--- src/rtl/spram_byte_arbiter.sv ---
// spram_byte_arbiter
//   Shares one byte-wide single-port RAM between NUM_PORTS requesters using
//   round-robin arbitration with an optional per-port burst lock. At most one
//   memory access is issued per cycle. Read data (1-cycle memory latency) is
//   routed back to the port that issued the read.
//
// Ports
//   clk, rst          system clock, synchronous active-high reset
//   req/lock/we       per-port request, burst hold, write(1)/read(0)
//   addr/wdata        per-port address and write data, port i at [i*W +: W]
//   gnt               one-hot accept strobe (request consumed this cycle)
//   rd_valid/rd_data  one-hot read-return strobe and shared read data
//   mem_*             SPRAM port (cs, write enable, address, wdata, rdata)
module spram_byte_arbiter #(
    parameter int unsigned NUM_PORTS = 3,
    parameter int unsigned ADDR_W    = 17,
    parameter int unsigned DATA_W    = 8,
    parameter int unsigned MAX_BURST = 16
) (
    input  logic                        clk,
    input  logic                        rst,
    input  logic [NUM_PORTS-1:0]        req,
    input  logic [NUM_PORTS-1:0]        lock,
    input  logic [NUM_PORTS-1:0]        we,
    input  logic [NUM_PORTS*ADDR_W-1:0] addr,
    input  logic [NUM_PORTS*DATA_W-1:0] wdata,
    output logic [NUM_PORTS-1:0]        gnt,
    output logic [NUM_PORTS-1:0]        rd_valid,
    output logic [DATA_W-1:0]           rd_data,
    output logic                        mem_cs,
    output logic                        mem_wr_en,
    output logic [ADDR_W-1:0]           mem_addr,
    output logic [DATA_W-1:0]           mem_wdata,
    input  logic [DATA_W-1:0]           mem_rdata
);

    localparam int unsigned PW = $clog2(NUM_PORTS);
    localparam int unsigned CW = 8;

    typedef enum logic {FREE, OWNED} state_t;

    state_t            state_q, state_d;
    logic [PW-1:0]     ptr_q, ptr_d;
    logic [PW-1:0]     owner_q, owner_d;
    logic [CW-1:0]     cnt_q, cnt_d;
    logic              tag_vld_q;
    logic [PW-1:0]     tag_port_q;
    logic [DATA_W-1:0] rd_data_q;

    logic              gnt_any;
    logic              grant;
    logic [PW-1:0]     gnt_idx;
    logic              use_rr;
    logic              excl_active;
    logic [NUM_PORTS-1:0] excl;
    logic [NUM_PORTS-1:0] cand;
    logic              pick_found;
    logic [PW-1:0]     pick_idx;
    logic              we_sel;
    int unsigned       scan_idx;

    // Arbitration: owner regrant while locked, otherwise round-robin from ptr.
    // On forced rotation the owner is masked for one cycle, but still wins if
    // nobody else is asking, which starts a fresh burst.
    always_comb begin
        state_d     = state_q;
        ptr_d       = ptr_q;
        owner_d     = owner_q;
        cnt_d       = cnt_q;
        gnt_any     = 1'b0;
        gnt_idx     = '0;
        use_rr      = 1'b0;
        excl_active = 1'b0;
        excl        = '0;
        pick_found  = 1'b0;
        pick_idx    = '0;
        scan_idx    = 0;

        if (state_q == OWNED) begin
            if (!lock[owner_q]) begin
                use_rr  = 1'b1;
            end else if (cnt_q >= CW'(MAX_BURST)) begin
                use_rr         = 1'b1;
                excl_active    = 1'b1;
                excl[owner_q]  = 1'b1;
            end else if (req[owner_q]) begin
                gnt_any = 1'b1;
                gnt_idx = owner_q;
                cnt_d   = cnt_q + CW'(1);
            end
        end else begin
            use_rr = 1'b1;
        end

        cand = req & ~excl;
        for (int unsigned k = 0; k < NUM_PORTS; k++) begin
            scan_idx = (32'(ptr_q) + k) % NUM_PORTS;
            if (!pick_found && cand[scan_idx[PW-1:0]]) begin
                pick_found = 1'b1;
                pick_idx   = scan_idx[PW-1:0];
            end
        end

        if (use_rr) begin
            state_d = FREE;
            cnt_d   = '0;
            if (pick_found) begin
                gnt_any = 1'b1;
                gnt_idx = pick_idx;
            end else if (excl_active && req[owner_q]) begin
                gnt_any = 1'b1;
                gnt_idx = owner_q;
            end
            if (gnt_any) begin
                ptr_d = (32'(gnt_idx) + 1 == NUM_PORTS) ? '0 : gnt_idx + PW'(1);
                if (lock[gnt_idx]) begin
                    state_d = OWNED;
                    owner_d = gnt_idx;
                    cnt_d   = CW'(1);
                end
            end
        end
    end

    assign grant = gnt_any & ~rst;

    // Memory-side mux and one-hot strobes
    always_comb begin
        gnt       = '0;
        rd_valid  = '0;
        we_sel    = 1'b0;
        mem_addr  = '0;
        mem_wdata = '0;
        for (int unsigned k = 0; k < NUM_PORTS; k++) begin
            if (grant && 32'(gnt_idx) == k) begin
                gnt[k]    = 1'b1;
                we_sel    = we[k];
                mem_addr  = addr[k*ADDR_W +: ADDR_W];
                mem_wdata = wdata[k*DATA_W +: DATA_W];
            end
            if (tag_vld_q && 32'(tag_port_q) == k) begin
                rd_valid[k] = 1'b1;
            end
        end
        mem_cs    = grant;
        mem_wr_en = grant & we_sel;
    end

    // Memory data passes straight through on the return cycle; the register
    // only keeps the last value visible in between.
    assign rd_data = tag_vld_q ? mem_rdata : rd_data_q;

    always_ff @(posedge clk) begin
        if (rst) begin
            state_q    <= FREE;
            ptr_q      <= '0;
            owner_q    <= '0;
            cnt_q      <= '0;
            tag_vld_q  <= 1'b0;
            tag_port_q <= '0;
            rd_data_q  <= '0;
        end else begin
            state_q    <= state_d;
            ptr_q      <= ptr_d;
            owner_q    <= owner_d;
            cnt_q      <= cnt_d;
            tag_vld_q  <= grant & ~we_sel;
            tag_port_q <= gnt_idx;
            if (tag_vld_q) begin
                rd_data_q <= mem_rdata;
            end
        end
    end

endmodule

--- config.mk ---
export PLATFORM = sky130hd
export DESIGN_NAME = spram_byte_arbiter
export DESIGN_NICKNAME = d
export VERILOG_FILES = /design/src/rtl/spram_byte_arbiter.sv
export SDC_FILE = /design/constraint.sdc
export NUM_CORES = 1
export LEC_CHECK = 0
export ABC_AREA = 1
export CORE_MARGIN = 2
export CORE_UTILIZATION = 37
export DETAILED_ROUTE_END_ITERATION = 10
export PLACE_DENSITY = 0.9
export SYNTH_ARGS = -nofsm -noshare
export SYNTH_HDL_FRONTEND = slang
export SYNTH_SLANG_ARGS = --single-unit
--- constraint.sdc ---
create_clock -name clk -period 4.7 [get_ports clk]
set_clock_uncertainty 0.05 [all_clocks]
set_input_delay 1.41 -clock clk [delete_from_list [all_inputs] [get_ports clk]]
set_output_delay 1.41 -clock clk [all_outputs]
set_load 0.01 [all_outputs]
==> out/metrics.csv <==
stage;metric;value;unit
critical_path;crit_top_cell;nand2_4;
route;viasPerCell;5.44;
critical_path;worstPathRequired;3.24;ns
route;wl_per_cell;19.6;um
cts;clock-root-buffer;clkbuf_8;
status;outcome;complete, but fails checks;
sta;maxSlewViolCount;0;
cts;ctsLongestPathBuffers;2;
critical_path;end_kind;primary output;
global_routing;antenna_found_initial;0;
placed_design;gp_congestion;0.850;
hold_path;whs_endpoint;rd_data_q[1]$_SDFF_PP0_;
placed_design;placed_cells;542;
logic_synthesis;ys_warn_count;0;
layout;drive_gt1_share;44.1;%
logic_synthesis;seq_area_frac_synth;22.9;%
route;first_iter_violations;239;
cts;worstSkewPairLatency;0.28;ns
cts;clock_sinks;24;
placed_design;dp_slack;-0.920;ns
hold_path;worstHoldStart;rd_data_q[1]$_SDFF_PP0_;
global_routing;grt_use_total;31.4;%
sta;post-route-min-period;5.23;ns
global_routing;grt_overflow_total;0;
logic_synthesis;avgSynthCellArea;6.54;sq um
placed_design;port_buffers;134;
logic_synthesis;ys_top_cells_by_count;nand2_1 (114), inv_1 (27), dfxtp_1 (24), nand2_2 (24), nand3_2 (22);
placed_design;place_area;3670;sq um
hold_path;worst_hold_path_type;reg2reg;
route;first_pass_iters;5;
logic_synthesis;yosysUniqueCellTypes;33;
logic_synthesis;synth_mux_area_share;0;%
global_routing;grt_pass1_wl;15.2;mm
die;ios;135;
flow_run;cap_viol_max_count;0;
sta;hold_violations;0;
logic_synthesis;ys_async_sr_fraction;0;%
sta;rsz0062_at_grt;yes;
route;antenna_left;0;
layout;fillers;263;
sta;max_freq;191;MHz
logic_synthesis;synth_xor_area_share;0.417;%
critical_path;cpPeakStageDelay;0.22;ns
die;die_y;79.3;um
critical_path;rr_endpoint;owner_q[0]$_SDFFE_PP0P_;
logic_synthesis;synthCells;321;
status;violations;setup timing;
layout;layoutNonFillerInstCount;596;
placed_design;hpwl;5.79;mm
critical_path;critPathKind;in2out;
logic_synthesis;yosysTopAreaCell;dfxtp_1;
logic_synthesis;synthTopCellsByArea;dfxtp_1 (23%), nand2_1 (20%), nand3_2 (10%);
route;num_vias;3242;
pwr;powerDensity;696;nW/um^2
pwr;ir_worst_vdd;426;uV
logic_synthesis;synth_ff_type;dfxtp_1;
global_routing;grt_max_degree;16;
critical_path;r2r_start;owner_q[0]$_SDFFE_PP0P_;
critical_path;crit_fanout;7;
logic_synthesis;ys_seq_elements;24;
logic_synthesis;synth_top_family_by_area;simple AND/OR/NAND/NOR gates;
logic_synthesis;synth_edf_count;0;
critical_path;crit_chain;buf_2 > inv_1 > nand2_2 > nand4_1 > buf_4 > nand3_2 > nand2_2 > nand2_2 > nand2_4 > buf_6 > nand4_1 > nand3_2 > nand2_4 > nand2_4 > nor3_4 > buf_6 > buf_16 > nand2_4 > nand3_4 > buf_6;
critical_path;crit_buf_inv;7;
sta;setup_violations;33;
route;drcViolationCount;0;
logic_synthesis;syn_area;2100;sq um
logic_synthesis;yosys.area_share.simple;55.3;%
cts;cts_tree;built;
logic_synthesis;synth_top_area_share;22.9;%
critical_path;start_kind;input pin;
cts;h-tree-depth;1;
critical_path;worst_ep_arrival_time;3.77;ns
pwr;cellLeakagePower;2.39;nW
die;die_w;79.3;um
layout;fin_nets;623;
layout;syn2layout_area_growth;129;%
route;routed_wirelength;11.7;mm
sta;post-route-period-util;111;%
global_routing;first_global_vias;3182;
sta;fin_ws;-0.527;ns
die;rows;27;
layout;num_antenna_cells;0;
critical_path;r2r_cells;31;
layout;final_util;87.2;%
die;initial_core_util;38.1;%
critical_path;crit_family;simple AND/OR/NAND/NOR gates;
die;coreArea;5510;sq um
die;dieArea;6290;sq um
critical_path;slowest_stage;nor3_4;
critical_path;rrSetupSlack;0.43;ns
logic_synthesis;synth_compound_area_share;9.89;%
logic_synthesis;yosysMostFrequentCell;nand2_1;
cts;clk_pin_slew_worst_paths;0.08;ns
layout;post-route-cell-area;4800;sq um
cts;numCtsBuffers;3;
hold_path;worstHoldPathCells;2;
logic_synthesis;synthAdderAreaFrac;2.38;%
-- sequential cells by signal (all words and copies together) (netlist names) --
signal and flops:
tag_vld_q 1, rd_data_q 8, state_q 1, cnt_q 8
ptr_q 2, tag_port_q 2, owner_q 2
-- tightest hold or removal path: stages (launching register included) --
cell and delay (ns):
dfxtp_1 0.30, nand2_1 0.07, a21oi_1 0.06
-- worst max-delay path by stage --
stage,start,endpoint,depth (start not counted)
detailed placement,lock[0],mem_wdata[2],17
global placement,lock[2],mem_addr[16],17
global route,lock[1],mem_addr[10],20
finish,lock[1],mem_addr[10],20
floorplan,lock[0],mem_addr[10],14
CTS,lock[0],mem_addr[3],22
-- per-stage QoR --
stage	total power [W]	setup TNS (ns)	hold slack [ns]
final	0.00334	-13.49	0.423
after global routing	0.00348	-16.24	0.449
after CTS	0.00288	-7.53	0.423
after detailed placement	0.00194	-26.14	0.412
after global placement	0.00189	-22.84	0.406
after floorplan	0.00120	0	0.388
-- placed cells by master, fill, tap and decap left out, types with 3 or more instances in the layout --
| cell type | synthesis | routed |
|---|---|---|
| a21oi_1 | 18 | 16 |
| dfxtp_1 | 24 | 24 |
| dlygate4sd2_1 | 0 | 3 |
| nand4_1 | 8 | 8 |
| clkdlybuf4s50_1 | 0 | 98 |
| buf_12 | 0 | 6 |
| nand2_2 | 24 | 23 |
| buf_8 | 2 | 3 |
| conb_1 | 1 | 3 |
| nand3_2 | 22 | 31 |
| nand3_4 | 0 | 3 |
| nand2_1 | 114 | 81 |
| o21ai_2 | 0 | 3 |
| nor2_1 | 18 | 14 |
| nor2_2 | 2 | 4 |
| nand3_1 | 18 | 6 |
| ha_1 | 4 | 4 |
| a21oi_4 | 2 | 4 |
| clkbuf_8 | 1 | 4 |
| buf_6 | 1 | 51 |
| buf_4 | 0 | 38 |
| nand2_4 | 8 | 41 |
| inv_1 | 27 | 27 |
| buf_16 | 0 | 6 |
-- layout make-up --
class | count | area, sq um | share of cell area [%]
multi-input cells | 260 | 1860 | 38.7
repair buffers | 207 | 2210 | 46.0
clock buffers | 4 | 55.1 | 1.15
well taps | 72 | 90.1 | 1.88
inverters | 29 | 109 | 2.27
flip-flops and latches | 24 | 480 | 10.0
-- logic make-up after synthesis --
family,after synthesis
and+or+nand+nor,220
xor gates and xnor gates,1
buffers and inverters,39
adders and majority gates,4
DFF,24
AOI/OAI and AO/OA,32
other,1
-- what timing repair did --
| action | CTS | global route |
|---|---|---|
| setup buffers | 35 | 23 |
| hold buffers | 0 | 0 |
| pin swaps | 28 | 34 |
| endpoints found under the hold margin | 0 | 0 |
| setup endpoints to repair | 30 | 35 |
| gates cloned | 7 | 0 |
| resized for setup | 227 | 74 |
-- power by group --
group / switching (W) / internal, W
registers: 0.0000443 / 0.000251
logic: 0.00141 / 0.00149
clock network: 0.0000711 / 0.0000750
-- metal layers --
layer	vias up	global-route usage, %	routed length, um
met3	56	6.48	890
met2	244	57.9	5980
met5	-	0	0
li1	1439	-	-
met1	1503	32.1	4240
met4	0	19.3	592
Power figures use the tool's default switching activity.
